[src/rtl/keypad_scanner.sv]
// ---------------------------------------------------------------------------
// keypad_scanner
//
// Scans a 4x4 active-low matrix keypad and presents a debounced key code
// together with a clean "key held" level for the calculator control unit.
// One column is driven low at a time. The rows are brought into the clock
// domain through a two-flop synchronizer. A press and a release are each
// accepted only after the row pattern has stayed put for DEBOUNCE_CYCLES
// consecutive cycles.
//
// Parameters:
//   SCAN_DIV        - cycles each column is driven before its rows are judged
//   DEBOUNCE_CYCLES - consecutive stable cycles needed to accept press/release
//
// Ports:
//   clock      in   system clock, rising edge
//   reset      in   asynchronous, active-high
//   row_n[3:0] in   keypad rows, active-low, asynchronous to clock
//   col_n[3:0] out  column drive, active-low one-hot
//   button[3:0] out key code of the last accepted key (0-9, A-F)
//   is_pressed out  high while a debounced key is held
// ---------------------------------------------------------------------------
module keypad_scanner #(
    parameter int SCAN_DIV        = 1000,
    parameter int DEBOUNCE_CYCLES = 20000
) (
    input  logic       clock,
    input  logic       reset,
    input  logic [3:0] row_n,
    output logic [3:0] col_n,
    output logic [3:0] button,
    output logic       is_pressed
);

    localparam int DWELL_W = (SCAN_DIV > 1) ? $clog2(SCAN_DIV) : 1;
    localparam int DEB_W   = (DEBOUNCE_CYCLES > 1) ? $clog2(DEBOUNCE_CYCLES) : 1;

    localparam logic [DWELL_W-1:0] DWELL_LAST = DWELL_W'(SCAN_DIV - 1);
    localparam logic [DEB_W-1:0]   DEB_LAST   = DEB_W'(DEBOUNCE_CYCLES - 1);

    typedef enum logic [1:0] {
        SCAN,
        DEB_PRESS,
        PRESSED,
        DEB_RELEASE
    } state_t;

    state_t             state;
    state_t             state_next;
    logic [DWELL_W-1:0] dwell;
    logic [DWELL_W-1:0] dwell_next;
    logic [DEB_W-1:0]   deb_cnt;
    logic [DEB_W-1:0]   deb_next;
    logic [3:0]         col_next;
    logic [1:0]         col_idx;
    logic [1:0]         col_idx_next;
    logic [3:0]         row_pat;
    logic [3:0]         pat_next;
    logic [3:0]         button_next;
    logic               pressed_next;

    logic [3:0]         row_meta;
    logic [3:0]         row_s;
    logic [1:0]         active_col;
    logic [1:0]         hit_row;
    logic [3:0]         key_code;
    logic [3:0]         col_rot;

    // Key legend indexed by (row, column) of the switch that closed.
    function automatic logic [3:0] encode(input logic [1:0] r, input logic [1:0] c);
        logic [3:0] code;
        case ({r, c})
            4'b00_00: code = 4'h1;
            4'b00_01: code = 4'h2;
            4'b00_10: code = 4'h3;
            4'b00_11: code = 4'hA;
            4'b01_00: code = 4'h4;
            4'b01_01: code = 4'h5;
            4'b01_10: code = 4'h6;
            4'b01_11: code = 4'hB;
            4'b10_00: code = 4'h7;
            4'b10_01: code = 4'h8;
            4'b10_10: code = 4'h9;
            4'b10_11: code = 4'hC;
            4'b11_00: code = 4'hF;
            4'b11_01: code = 4'h0;
            4'b11_10: code = 4'hE;
            default:  code = 4'hD;
        endcase
        return code;
    endfunction

    // Two-flop synchronizer for the asynchronous row inputs. Idle rows read
    // high, so the flops reset to all ones to avoid a phantom key at startup.
    always_ff @(posedge clock or posedge reset) begin
        if (reset) begin
            row_meta <= 4'hF;
            row_s    <= 4'hF;
        end else begin
            row_meta <= row_n;
            row_s    <= row_meta;
        end
    end

    // Column index of the currently driven column, plus the next column in
    // the rotation (the low bit walks towards the MSB and wraps).
    always_comb begin
        case (col_n)
            4'b1110: active_col = 2'd0;
            4'b1101: active_col = 2'd1;
            4'b1011: active_col = 2'd2;
            4'b0111: active_col = 2'd3;
            default: active_col = 2'd0;
        endcase
        col_rot = {col_n[2:0], col_n[3]};
    end

    // When several rows of the latched pattern are low, the lowest row wins.
    always_comb begin
        hit_row = 2'd3;
        if (!row_pat[0]) begin
            hit_row = 2'd0;
        end else if (!row_pat[1]) begin
            hit_row = 2'd1;
        end else if (!row_pat[2]) begin
            hit_row = 2'd2;
        end
        key_code = encode(hit_row, col_idx);
    end

    // State register and all datapath registers. Everything is loaded from
    // the next-state logic below so outputs are registered and glitch-free.
    always_ff @(posedge clock or posedge reset) begin
        if (reset) begin
            state      <= SCAN;
            dwell      <= '0;
            deb_cnt    <= '0;
            col_n      <= 4'b1110;
            col_idx    <= 2'd0;
            row_pat    <= 4'hF;
            button     <= 4'h0;
            is_pressed <= 1'b0;
        end else begin
            state      <= state_next;
            dwell      <= dwell_next;
            deb_cnt    <= deb_next;
            col_n      <= col_next;
            col_idx    <= col_idx_next;
            row_pat    <= pat_next;
            button     <= button_next;
            is_pressed <= pressed_next;
        end
    end

    // Next-state logic. The column drive stays frozen from the moment a
    // closed switch is seen until the release has been fully debounced, so
    // the code cannot change while a key is down. A return to SCAN after a
    // debounced release keeps the same column and restarts its dwell.
    always_comb begin
        state_next   = state;
        dwell_next   = dwell;
        deb_next     = deb_cnt;
        col_next     = col_n;
        col_idx_next = col_idx;
        pat_next     = row_pat;
        button_next  = button;
        pressed_next = is_pressed;

        case (state)
            SCAN: begin
                if (dwell == DWELL_LAST) begin
                    dwell_next = '0;
                    if (row_s == 4'hF) begin
                        col_next = col_rot;
                    end else begin
                        col_idx_next = active_col;
                        pat_next     = row_s;
                        deb_next     = '0;
                        state_next   = DEB_PRESS;
                    end
                end else begin
                    dwell_next = dwell + DWELL_W'(1);
                end
            end

            DEB_PRESS: begin
                if (row_s != row_pat) begin
                    state_next = SCAN;
                    col_next   = col_rot;
                    dwell_next = '0;
                end else if (deb_cnt == DEB_LAST) begin
                    state_next   = PRESSED;
                    button_next  = key_code;
                    pressed_next = 1'b1;
                end else begin
                    deb_next = deb_cnt + DEB_W'(1);
                end
            end

            PRESSED: begin
                if (row_s == 4'hF) begin
                    state_next = DEB_RELEASE;
                    deb_next   = '0;
                end
            end

            DEB_RELEASE: begin
                if (row_s != 4'hF) begin
                    state_next = PRESSED;
                end else if (deb_cnt == DEB_LAST) begin
                    state_next   = SCAN;
                    dwell_next   = '0;
                    pressed_next = 1'b0;
                end else begin
                    deb_next = deb_cnt + DEB_W'(1);
                end
            end

            default: begin
                state_next = SCAN;
            end
        endcase
    end

endmodule

[config.mk]
export PLATFORM = sky130hd
export DESIGN_NAME = keypad_scanner
export DESIGN_NICKNAME = d
export VERILOG_FILES = /design/src/rtl/keypad_scanner.sv
export SDC_FILE = /design/constraint.sdc
export NUM_CORES = 1
export LEC_CHECK = 0
export BUFFER_PORTS_ARGS = -buffer_cell sky130_fd_sc_hd__buf_2
export CAP_MARGIN = 20
export CORE_MARGIN = 8
export CORE_UTILIZATION = 45
export DETAILED_ROUTE_END_ITERATION = 10
export PLACE_DENSITY = 0.7
export SYNTH_ARGS = -nofsm -noshare
export SYNTH_HDL_FRONTEND = slang
export SYNTH_SLANG_ARGS = --single-unit
export TNS_END_PERCENT = 30
[constraint.sdc]
create_clock -name clock -period 3.3 [get_ports clock]
set_input_delay 0.33 -clock clock [delete_from_list [all_inputs] [get_ports clock]]
set_output_delay 0.33 -clock clock [all_outputs]
set_load 0.005 [all_outputs]
; ---- Word-level counts from Yosys, hierarchy flattened
; Memories as Yosys holds them, arrays and structs flattened. A register that Yosys moved wholly into a read port is not among the register bits.
; Index checks and enable logic that the tools add are counted.
[totals]
regBits = 46
mem_bits_ro = 64
in_bits = 6
out_inout_bits = 9
wordCells = 80
mem_count = 1
[op_classes]
add_sub_neg = 2
eq_ne = 22
mux = 33
n_bitwise = 2
n_reduce_logical = 11
[memory_table]
columns = name, words, width, rd, rd_clocked_by_memory_dff, wr, line
row1 = (name not given), 16, 4, 1, 1, 0, 72  ; case ({r, c})
[ops]
columns = operator, count
row1 = $mux W15, 6
row2 = $pmux W15 S4, 1
row3 = $mux W10, 4
row4 = $pmux W10 S3, 1
row5 = $mux W2, 9
row6 = $ne A2 B2 Y1 const B, 9
row7 = $add A15 B1 Y15 const B, 1
row8 = $eq A15 B15 Y1 const B, 1
row9 = $reduce_and A5 Y1, 3
row10 = $eq A4 B4 Y1 const B, 3
row11 = $mux W4, 3
row12 = $add A10 B1 Y10 const B, 1
row13 = $eq A10 B10 Y1 const B, 1
row14 = $pmux W2 S4, 1
row15 = $pmux W4 S2, 1
row16 = $reduce_and A4 Y1, 2
row17 = $ne A3 B3 Y1 const B, 2
row18 = $pmux W2 S3, 1
row19 = $reduce_and A3 Y1, 2
row20 = $mux W1, 5
row21 = $eq A2 B2 Y1 const B, 2
row22 = $eq A4 B3 Y1 const B, 1
row23 = $ne A4 B4 Y1, 1
row24 = $ne A4 B4 Y1 const B, 1
row25 = other kinds (6), 8

; ---- Depth between registers and ports, before layout
; Gate-level depths: netlist (run 1).
[depth]
word_depth = 4
ltp_mapped = 7

; ---- Least setup slack after synthesis (run 1)
; No wires, ideal clock.
[synth_path]
path_kind = reg-to-reg
startpoint = reg row_pat[2]
endpoint = reg deb_cnt[8]
setup_ps = 121
t_arrival_ps = 1681
t_required_ps = 3179
path_slack_ps = 1498
path_stages_with_launch = 7
n_path_buf = 1
synth_period_minus_slack_ps = 1802
path_cell_list = dfstp_2 -> buf_2 -> xnor2_2 -> and4_1 -> nand2_1 -> a22o_1 -> a22o_1
[synth_via]
elab_chain_cells = 3
[synth_lines]
columns = element, line
row1 = "start, declared", 57  ; logic [3:0] row_pat;
row2 = "start signal, assigned", 149  ; row_pat <= pat_next;
row3 = $ne A4 B4 Y1, 187  ; if (row_s != row_pat) begin
row4 = $ne A2 B2 Y1 (no source line), n/a
row5 = $reduce_and A5 Y1 (no source line), n/a
row6 = "end signal, assigned", 146  ; deb_cnt <= deb_next;
row7 = "end, declared", 52  ; logic [DEB_W-1:0] deb_cnt;
; Every way passes these cells.
; A chain may end at the register's enable or synchronous reset.

; ---- Worst setup path in the final report (run 1)
[layout_path]
startpoint = reg state[0]
endpoint = reg deb_cnt[11]
[layout_via]
elab_chain_cells = 3
[layout_lines]
columns = element, line
row1 = "start, declared", 48  ; state_t state;
row2 = "start signal, assigned", 144  ; state <= state_next;
row3 = "$eq A2 B2 Y1, or another cell as far along", 169  ; case (state)
row4 = $ne A2 B2 Y1 (no source line), n/a
row5 = $reduce_and A5 Y1 (no source line), n/a
; Parallel ways exist; a longest one is shown, timed or not.

==> tab_implementation.tex, run 1 <==
\begin{tabular}{lr}
\hline
Metric & Value \\
\hline
\multicolumn{2}{l}{\textbf{Run status}} \\
Result of the run & finished clean \\
\multicolumn{2}{l}{\textbf{Logic synthesis}} \\
Cell types occupying the most area after synthesis & dfrtp\_1 31\%, dfstp\_2 14\%, o21ai\_0 3.2\%, a31oi\_1 3.1\%, ha\_1 3.1\% \\
EDFF count, synth & 0 \\
Syn. warnings & 0 \\
Share of flip-flops with an asynchronous set or reset & 100\% \\
Leading cell type by number of instances after synthesis & dfrtp\_1 \\
Fraction of synthesized cell area taken by the top area cell type & a little under a third \\
Register bit count reported by yosys & 50 \\
Sequential share of the synthesized area & between 40\% and 50\% \\
Most frequent cells after synthesis & 35 x dfrtp\_1, 19 x nand2\_1, 18 x o21ai\_0, 15 x dfstp\_2, 15 x nor2\_1 \\
Post-synthesis cell area & around 0.0028 mm\^{}2 \\
Top flip-flop cell by instance count after synthesis & dfrtp\_1 \\
Cell taking the most area after synthesis & dfrtp\_1 \\
Synth Area per Inst & about 10 um\^{}2 \\
Cell variety after synth & between 50 and 60 \\
Number of instances in the synthesized netlist & around 270 \\
Synth Net Count & around 280 \\
\multicolumn{2}{l}{\textbf{Finish}} \\
Net count of the finished layout & around 290 \\
Fraction of final layout cells with drive strength greater than 1 & between 20\% and 30\% \\
Sequential cell area in the final layout & $\sim$0.0013 mm\^{}2 \\
Area growth from synthesis to final layout & 6.86\% \\
Post-route insts no fill & between 300 and 400 \\
ANT cells & 0 \\
Fillcell total & around 540 \\
Final instance area & approximately 0.0030 mm\^{}2 \\
Footprint of the multi-input gates & 0.00139 mm\^{}2 \\
\multicolumn{2}{l}{\textbf{Global route}} \\
Initial antenna violation count & 0 \\
Via count of the first global-routing pass & roughly 1800 \\
Pin count of the biggest net entering global routing & 51 \\
GRT Resource Usage Total & 11.8\% \\
Wire length of the first global-routing pass & about 8500 um \\
Total congestion overflow after global routing & 0 \\
\multicolumn{2}{l}{\textbf{Detailed routing}} \\
Wire length after detailed routing & 5080 um \\
Antenna-violating nets left & 0 \\
Mean routed wirelength per cell & between 10 and 15 um \\
DRC violation count after routing & 0 \\
Iteration-0 DRC count of the detailed router & 175 \\
1st-pass router iterations & 4 \\
Vias/cell & between 5 and 6 \\
DR vias & just over 2000 \\
\multicolumn{2}{l}{\textbf{Die}} \\
Overall die height & 94.7 um \\
Area of the core & just under 0.006 mm\^{}2 \\
Die area & 0.00898 mm\^{}2 \\
I/O pin total & 15 \\
Width of the die & about 95 um \\
Number of placement rows & 28 \\
Initial cell density of the core & between 40\% and 50\% \\
\multicolumn{2}{l}{\textbf{Flow run}} \\
Number of maximum-capacitance constraint violations & 0 \\
\multicolumn{2}{l}{\textbf{Clocking}} \\
Clk slew on worst S/H paths & about 0.10 ns \\
Root Buffer & clkbuf\_8 \\
Post-CTS Setup Bufs & 0 \\
Number of sinks driven by the clock tree & 50 \\
Number of buffers inserted by hold repair at cts & 0 \\
Clock tree from TritonCTS & built \\
Clock buffer count from CTS & 5 \\
H-Tree Depth & 2 \\
Maximum root-to-sink buffer count & 2 \\
Skew-Pair Late Insertion Delay & 0.31 ns \\
Post-cts resize count & 0 \\
\multicolumn{2}{l}{\textbf{Setup path}} \\
Required time at the worst-slack endpoint & about 3.5 ns \\
Crit Path Class & reg2reg \\
End of the worst register-to-register path & deb\_cnt[11]\$\_DFFE\_PP0P\_ \\
Maximum net fanout on the critical path & 28 \\
Startpoint class of the critical path & register \\
Kind of capture point of the worst setup path & register \\
RR Startpoint & state[0]\$\_DFFE\_PP0P\_ \\
Worst setup startpoint & state[0]\$\_DFFE\_PP0P\_ \\
Crit path to & deb\_cnt[11]\$\_DFFE\_PP0P\_ \\
Arrival time at the worst endpoint & 2.61 ns \\
Number of cells on the worst reg-to-reg path & 5 \\
Register-to-register setup slack & 0.92 ns \\
\multicolumn{2}{l}{\textbf{Pwr}} \\
Leakage power total & $\sim$1.3 nW \\
Power density cells & between 300 and 400 mW/mm\^{}2 \\
Worst vdd ir & $\sim$0.00033 V \\
Tot Pwr & approximately 0.0010 W \\
\multicolumn{2}{l}{\textbf{Timing}} \\
Sum Neg Setup Slack & 0 ns \\
Post-layout min period & 2.38 ns \\
Worst clock skew & $\sim$0.0073 ns \\
Unrepaired setup endpoints after global routing & no \\
Transition time at the pin with the least slew margin & between 1 and 1.5 ns \\
Count of final max-slew check failures & 0 \\
Post-route clock period utilization & between 70 and 80\% \\
Setup-violating endpoint count in the final report & 0 \\
Total count of hold-check failures in the final report & 0 \\
Normalized max-slew margin & about a third \\
Maximum clock frequency & approximately 420 MHz \\
\multicolumn{2}{l}{\textbf{Placement}} \\
Cells after DPL & 345 \\
Number of port buffers & 14 \\
Final weighted congestion of routability-driven global placement & 0.826 \\
Post-DP Area & 0.00286 mm\^{}2 \\
Total half-perimeter wirelength after legalization and detailed placement & 3560 um \\
\multicolumn{2}{l}{\textbf{Hold path}} \\
Type of the most critical hold path & in2async \\
\hline
\end{tabular}
==> routing by layer <==
layer,wire length (um),up-vias,track usage [%]
li1,-,1022,-
met4,25,0,4.03
met2,2280,28,17.6
met1,2610,972,16.0
met3,162,2,3.49
met5,0,-,0
==> power breakdown <==
| part | internal (W) | total, W | switching, W |
|---|---|---|---|
| Sequential | 0.000622 | 0.000626 | 0.00000411 |
| Combinational | 0.00000783 | 0.0000237 | 0.0000158 |
| Clock | 0.000157 | 0.000376 | 0.000219 |
| Total | 0.000787 | 0.00103 | 0.000238 |
==> worst max-delay path, cell delays in order (launching register included) <==
cell and delay [ns]:
dfrtp_1 0.68, and4bb_1 0.39, and4_4 0.21, a211oi_2 0.63, a41oi_1 0.22, a31oi_1 0.17
==> layout by cell type, fill, tap and decap left out, types with 7 or more instances in the layout <==
cell,count
ha_1,7
dfrtp_1,35
inv_1,11
dfstp_2,15
buf_2,14
a21oi_1,11
o21ai_0,18
nor2_1,15
nand4_1,8
nand2_1,19
a31oi_1,14
nand3_1,14
==> logic make-up after synthesis <==
group                      count (synthesis)  synth area share, %
xor gates and xnor gates                   6                 2.42
DFF                                       50                 45.5
adders and majority gates                  7                 3.14
AOI/OAI and AO/OA                         71                 17.5
and+or+nand+nor                           98                 21.9
buffers and inverters                     24                 4.84
muxes                                     12                 4.66
==> final cells by class <==
| type | count | area share, % |
|---|---|---|
| multi-input combinational | 194 | 46.5 |
| sequential | 50 | 42.6 |
| tap | 75 | 3.15 |
| timing repair buffer | 15 | 3.02 |
| clock buffer | 5 | 2.31 |
| inverter | 12 | 1.51 |
| clock inverter | 3 | 0.965 |
==> how the worst min path moves through the flow <==
stage                          startpoint               endpoint  slack, ns  depth (start not counted)
floorplan                        row_n[0]  row_meta[0]$_DFF_PP1_       0.33                          0
global placement    row_meta[3]$_DFF_PP1_     row_s[3]$_DFF_PP1_       0.35                          0
detailed placement  row_meta[0]$_DFF_PP1_     row_s[0]$_DFF_PP1_       0.35                          0
CTS                              row_n[3]  row_meta[3]$_DFF_PP1_       0.09                          1
global route                        reset   dwell[1]$_DFFE_PP0P_       0.04                          2
finish                              reset   dwell[2]$_DFFE_PP0P_       0.02                          2
==> stage by stage <==
| step | hold WS [ns] | utilization, % | setup slack (ns) |
|---|---|---|---|
| floorplan | 0.334 | - | 1.50 |
| detailed placement | 0.347 | 48.1 | 0.942 |
| global route | 0.0448 | 50.1 | 0.751 |
| finish | 0.0216 | 50.1 | 0.924 |
| CTS | 0.0915 | 49.7 | 0.953 |
| global placement | 0.346 | 48.1 | 1.00 |
==> registers in the layout (all words and copies together), names as in the netlist <==
signal and count:
button 4, col_n 4, dwell 10, row_meta 4
row_pat 4, col_idx 2, is_pressed 1, deb_cnt 15
row_s 4, state 2
(Power assumes the default switching activity.)
==> inputs of run 2 (changes only) <==
- clock period: 3.3 -> 2.24 ns (I/O delays scaled with it)
==> run 2 against run 1 <==
Net effect:
- sequential power is 48% higher
- flip-flop and latch count stayed put
- global-route usage is 2.3 points higher
- count of clock-buffer cells in the layout is 1 higher
- clock skew is 0.00052 ns higher
- utilization is 1.9 points higher
- critical path depth is 1 higher
- clock power is 60% higher
- setup slack worse by 0.77 ns
- first-iteration DRC count is 9.7% higher
- sequential share of layout area is 1.5 points lower
==> tab_implementation.tex, run 2 (synthesized netlist as in run 1, its figures left out) <==
\begin{tabular}{lr}
\hline
Metric & Value \\
\hline
\multicolumn{2}{l}{\textbf{Run status}} \\
Result of the run & finished clean (unchanged) \\
\multicolumn{2}{l}{\textbf{Global route}} \\
Initial antenna violation count & 0 (unchanged) \\
Pin count of the biggest net entering global routing & 28 (was 51) \\
Via count of the first global-routing pass & 2128 (was 1822) \\
GRT Resource Usage Total & 14.1\% (was 11.8\%) \\
Wire length of the first global-routing pass & 10200 um (was 8510 um) \\
Total congestion overflow after global routing & 0 (unchanged) \\
\multicolumn{2}{l}{\textbf{Pwr}} \\
Net Switching & 0.000345 W (was 0.000238 W) \\
Worst vdd ir & 0.000263 V (was 0.000331 V) \\
Part of the power in combinational logic & 2.7\% (was 2.3\%) \\
Power density cells & 507 mW/mm\^{}2 (was 344 mW/mm\^{}2) \\
Tot Pwr & 0.00157 W (was 0.00103 W) \\
Switching share of total power & 22.0\% (was 23.3\%) \\
Relative contribution of sequential cells to total power & 58.9\% (was 61.0\%) \\
Internal Pwr Total & 0.00122 W (was 0.000787 W) \\
Leakage power total & 1.33 nW (was 1.26 nW) \\
Proportion of power drawn by the clock network & 38.4\% (was 36.6\%) \\
\multicolumn{2}{l}{\textbf{Finish}} \\
Most common cell after layout, fill and taps aside & dfrtp\_1 (unchanged) \\
Post-route insts no fill & 366 (was 354) \\
Commonest cells after routing, fill and taps aside & 35 x dfrtp\_1, 19 x nand2\_1, 18 x o21ai\_0 (unchanged) \\
Number of flip-flops under the largest register name & 15 (unchanged) \\
Net count of the finished layout & 303 (was 291) \\
Fraction of final layout cells with drive strength greater than 1 & 23.4\% (was 21.9\%) \\
Final instance area & 0.00309 mm\^{}2 (was 0.00298 mm\^{}2) \\
ANT cells & 0 (unchanged) \\
Area growth from synthesis to final layout & 10.9\% (was 6.86\%) \\
Registers with the most flip-flops & deb\_cnt x15, dwell x10 (unchanged) \\
Register with the most flip-flops & deb\_cnt (unchanged) \\
\multicolumn{2}{l}{\textbf{Placement}} \\
Place WS & 0.202 ns (was 0.942 ns) \\
Final weighted congestion of routability-driven global placement & 0.833 (was 0.826) \\
Post-DP Area & 0.00294 mm\^{}2 (was 0.00286 mm\^{}2) \\
Cells after DPL & 353 (was 345) \\
Number of port buffers & 14 (unchanged) \\
Total half-perimeter wirelength after legalization and detailed placement & 4040 um (was 3560 um) \\
\multicolumn{2}{l}{\textbf{Detailed routing}} \\
Antenna-violating nets left & 0 (unchanged) \\
DRC violation count after routing & 0 (unchanged) \\
1st-pass router iterations & 5 (was 4) \\
Iteration-0 DRC count of the detailed router & 192 (was 175) \\
DR vias & 2120 (was 2024) \\
Vias/cell & 5.79 (was 5.72) \\
Wire length after detailed routing & 5620 um (was 5080 um) \\
Mean routed wirelength per cell & 15.4 um (was 14.4 um) \\
\multicolumn{2}{l}{\textbf{Clocking}} \\
Clock tree from TritonCTS & built (unchanged) \\
Skew-Pair Late Insertion Delay & 0.31 ns (about the same) \\
Maximum root-to-sink buffer count & 2 (unchanged) \\
H-Tree Depth & 2 (unchanged) \\
Root Buffer & clkbuf\_8 (unchanged) \\
Clock buffer count from CTS & 5 (unchanged) \\
Clk slew on worst S/H paths & 0.09 ns (was 0.10 ns) \\
Post-cts resize count & 0 (unchanged) \\
Number of sinks driven by the clock tree & 50 (unchanged) \\
Number of buffers inserted by hold repair at cts & 4 (was 0) \\
Post-CTS Setup Bufs & 0 (unchanged) \\
\multicolumn{2}{l}{\textbf{Die}} \\
Initial cell density of the core & 46.8\% (unchanged) \\
Area of the core & 0.00596 mm\^{}2 (unchanged) \\
Overall die height & 94.7 um (unchanged) \\
Width of the die & 94.7 um (unchanged) \\
Die area & 0.00898 mm\^{}2 (unchanged) \\
Number of placement rows & 28 (unchanged) \\
I/O pin total & 15 (unchanged) \\
\multicolumn{2}{l}{\textbf{Hold path}} \\
Hold Path Stages & 0 \\
Type of the most critical hold path & reg2reg (was in2async) \\
Sink of the worst hold path & row\_s[2]\$\_DFF\_PP1\_ \\
Worst min-delay path startpoint & row\_meta[2]\$\_DFF\_PP1\_ \\
\multicolumn{2}{l}{\textbf{Setup path}} \\
Slowest cell on the critical path & dfrtp\_1 (unchanged) \\
Kind of capture point of the worst setup path & register (unchanged) \\
Number of cells on the worst reg-to-reg path & 6 (was 5) \\
CP peak stage delay & 0.44 ns (was 0.68 ns) \\
Register-to-register setup slack & 0.15 ns (was 0.92 ns) \\
End of the worst register-to-register path & dwell[2]\$\_DFFE\_PP0P\_ (was deb\_cnt[11]\$\_DFFE\_PP0P\_) \\
Family with the most delay on the worst path & simple AND/OR/NAND/NOR gates (was compound AO/OA/AOI/OAI gates) \\
Arrival time at the worst endpoint & 2.28 ns (was 2.61 ns) \\
Cell-by-cell trace of the critical path & ha\_1 > and4\_1 > nand4\_4 > o21ai\_4 > nand2\_2 > a211o\_1 (was and4bb\_1 > and4\_4 > a211oi\_2 > a41oi\_1 > a31oi\_1) \\
RR Startpoint & deb\_cnt[1]\$\_DFFE\_PP0P\_ (was state[0]\$\_DFFE\_PP0P\_) \\
CP bufs+invs & 0 (unchanged) \\
Required time at the worst-slack endpoint & 2.43 ns (was 3.54 ns) \\
Startpoint class of the critical path & register (unchanged) \\
Maximum net fanout on the critical path & 6 (was 28) \\
Crit Path Class & reg2reg (unchanged) \\
\multicolumn{2}{l}{\textbf{Timing}} \\
Worst clock skew & 0.00784 ns (was 0.00732 ns) \\
Post-route clock period utilization & 93.3\% (was 72.0\%) \\
Sum Neg Setup Slack & 0 ns (unchanged) \\
Setup-violating endpoint count in the final report & 0 (unchanged) \\
Normalized max-slew margin & 65.9\% (was 32.2\%) \\
Maximum clock frequency & 478 MHz (was 421 MHz) \\
Transition time at the pin with the least slew margin & 0.511 ns (was 1.00 ns) \\
Post-layout min period & 2.09 ns (was 2.38 ns) \\
Total count of hold-check failures in the final report & 0 (unchanged) \\
Setup slack of the critical path after layout & 0.150 ns (was 0.924 ns) \\
Unrepaired setup endpoints after global routing & no (unchanged) \\
Count of final max-slew check failures & 0 (unchanged) \\
\multicolumn{2}{l}{\textbf{Flow run}} \\
Number of maximum-capacitance constraint violations & 0 (unchanged) \\
\hline
\end{tabular}
## run 2: cell count changes in the layout (fill, tap and decap cells not counted)
cell           delta
clkbuf_16         +1
clkinv_4          -2
inv_8             -1
dlygate4sd3_1     +5
buf_4             +7
inv_4             +2
## run 2: routing by layer
metal	track usage, %	up-vias	share of wire [%]	wire (um)
met5	0	-	0	0
met4	5.20	0	1.4	77
met3	3.49	6	4.5	253
met2	22.8	39	47	2630
met1	18.0	1030	47	2660
li1	-	1045	-	-
## run 2: worst reg2reg max path: cells and delay by family (launching register included)
family          cells  cell delay (ns)
fa+ha+maj           1             0.24
flops               1             0.44
simple gates        3             0.67
compound gates      2             0.63
## run 2: worst max path at each step
| stage | endpoint | cells past startpoint | start |
|---|---|---|---|
| after floorplan | deb_cnt[8]$_DFFE_PP0P_ | 6 | row_pat[2]$_DFFE_PP1P_ |
| after global placement | dwell[6]$_DFFE_PP0P_ | 6 | deb_cnt[0]$_DFFE_PP0P_ |
| after detailed placement | dwell[2]$_DFFE_PP0P_ | 6 | deb_cnt[0]$_DFFE_PP0P_ |
| after CTS | dwell[2]$_DFFE_PP0P_ | 6 | deb_cnt[0]$_DFFE_PP0P_ |
| after global routing | dwell[2]$_DFFE_PP0P_ | 6 | deb_cnt[0]$_DFFE_PP0P_ |
| final | dwell[2]$_DFFE_PP0P_ | 6 | deb_cnt[1]$_DFFE_PP0P_ |
## run 2: per-stage QoR
step	hold WS, ns	utilization, %
after floorplan	0.228	-
after global placement	0.293	49.3
after detailed placement	0.291	49.3
after CTS	0.00118	51.8
after global routing	0.362	51.9
final	0.359	51.9
## run 2: power groups by stage
| stage | logic [W] | registers, W | clock network (W) |
|---|---|---|---|
| floorplan | 0.0000220 | 0.000938 | 0 |
| global placement | 0.0000368 | 0.000939 | 0 |
| detailed placement | 0.0000372 | 0.000940 | 0 |
| CTS | 0.0000426 | 0.000924 | 0.000621 |
| global route | 0.0000482 | 0.000925 | 0.000648 |
| finish | 0.0000419 | 0.000924 | 0.000602 |
## run 2: final cells by class
type,count,area [um^2]
inverter,12,45.0
tap,75,93.8
multi-input combinational,194,1390
clock inverter,2,12.5
timing repair buffer,27,193
sequential,50,1270
clock buffer,6,93.8
fill,566,2860
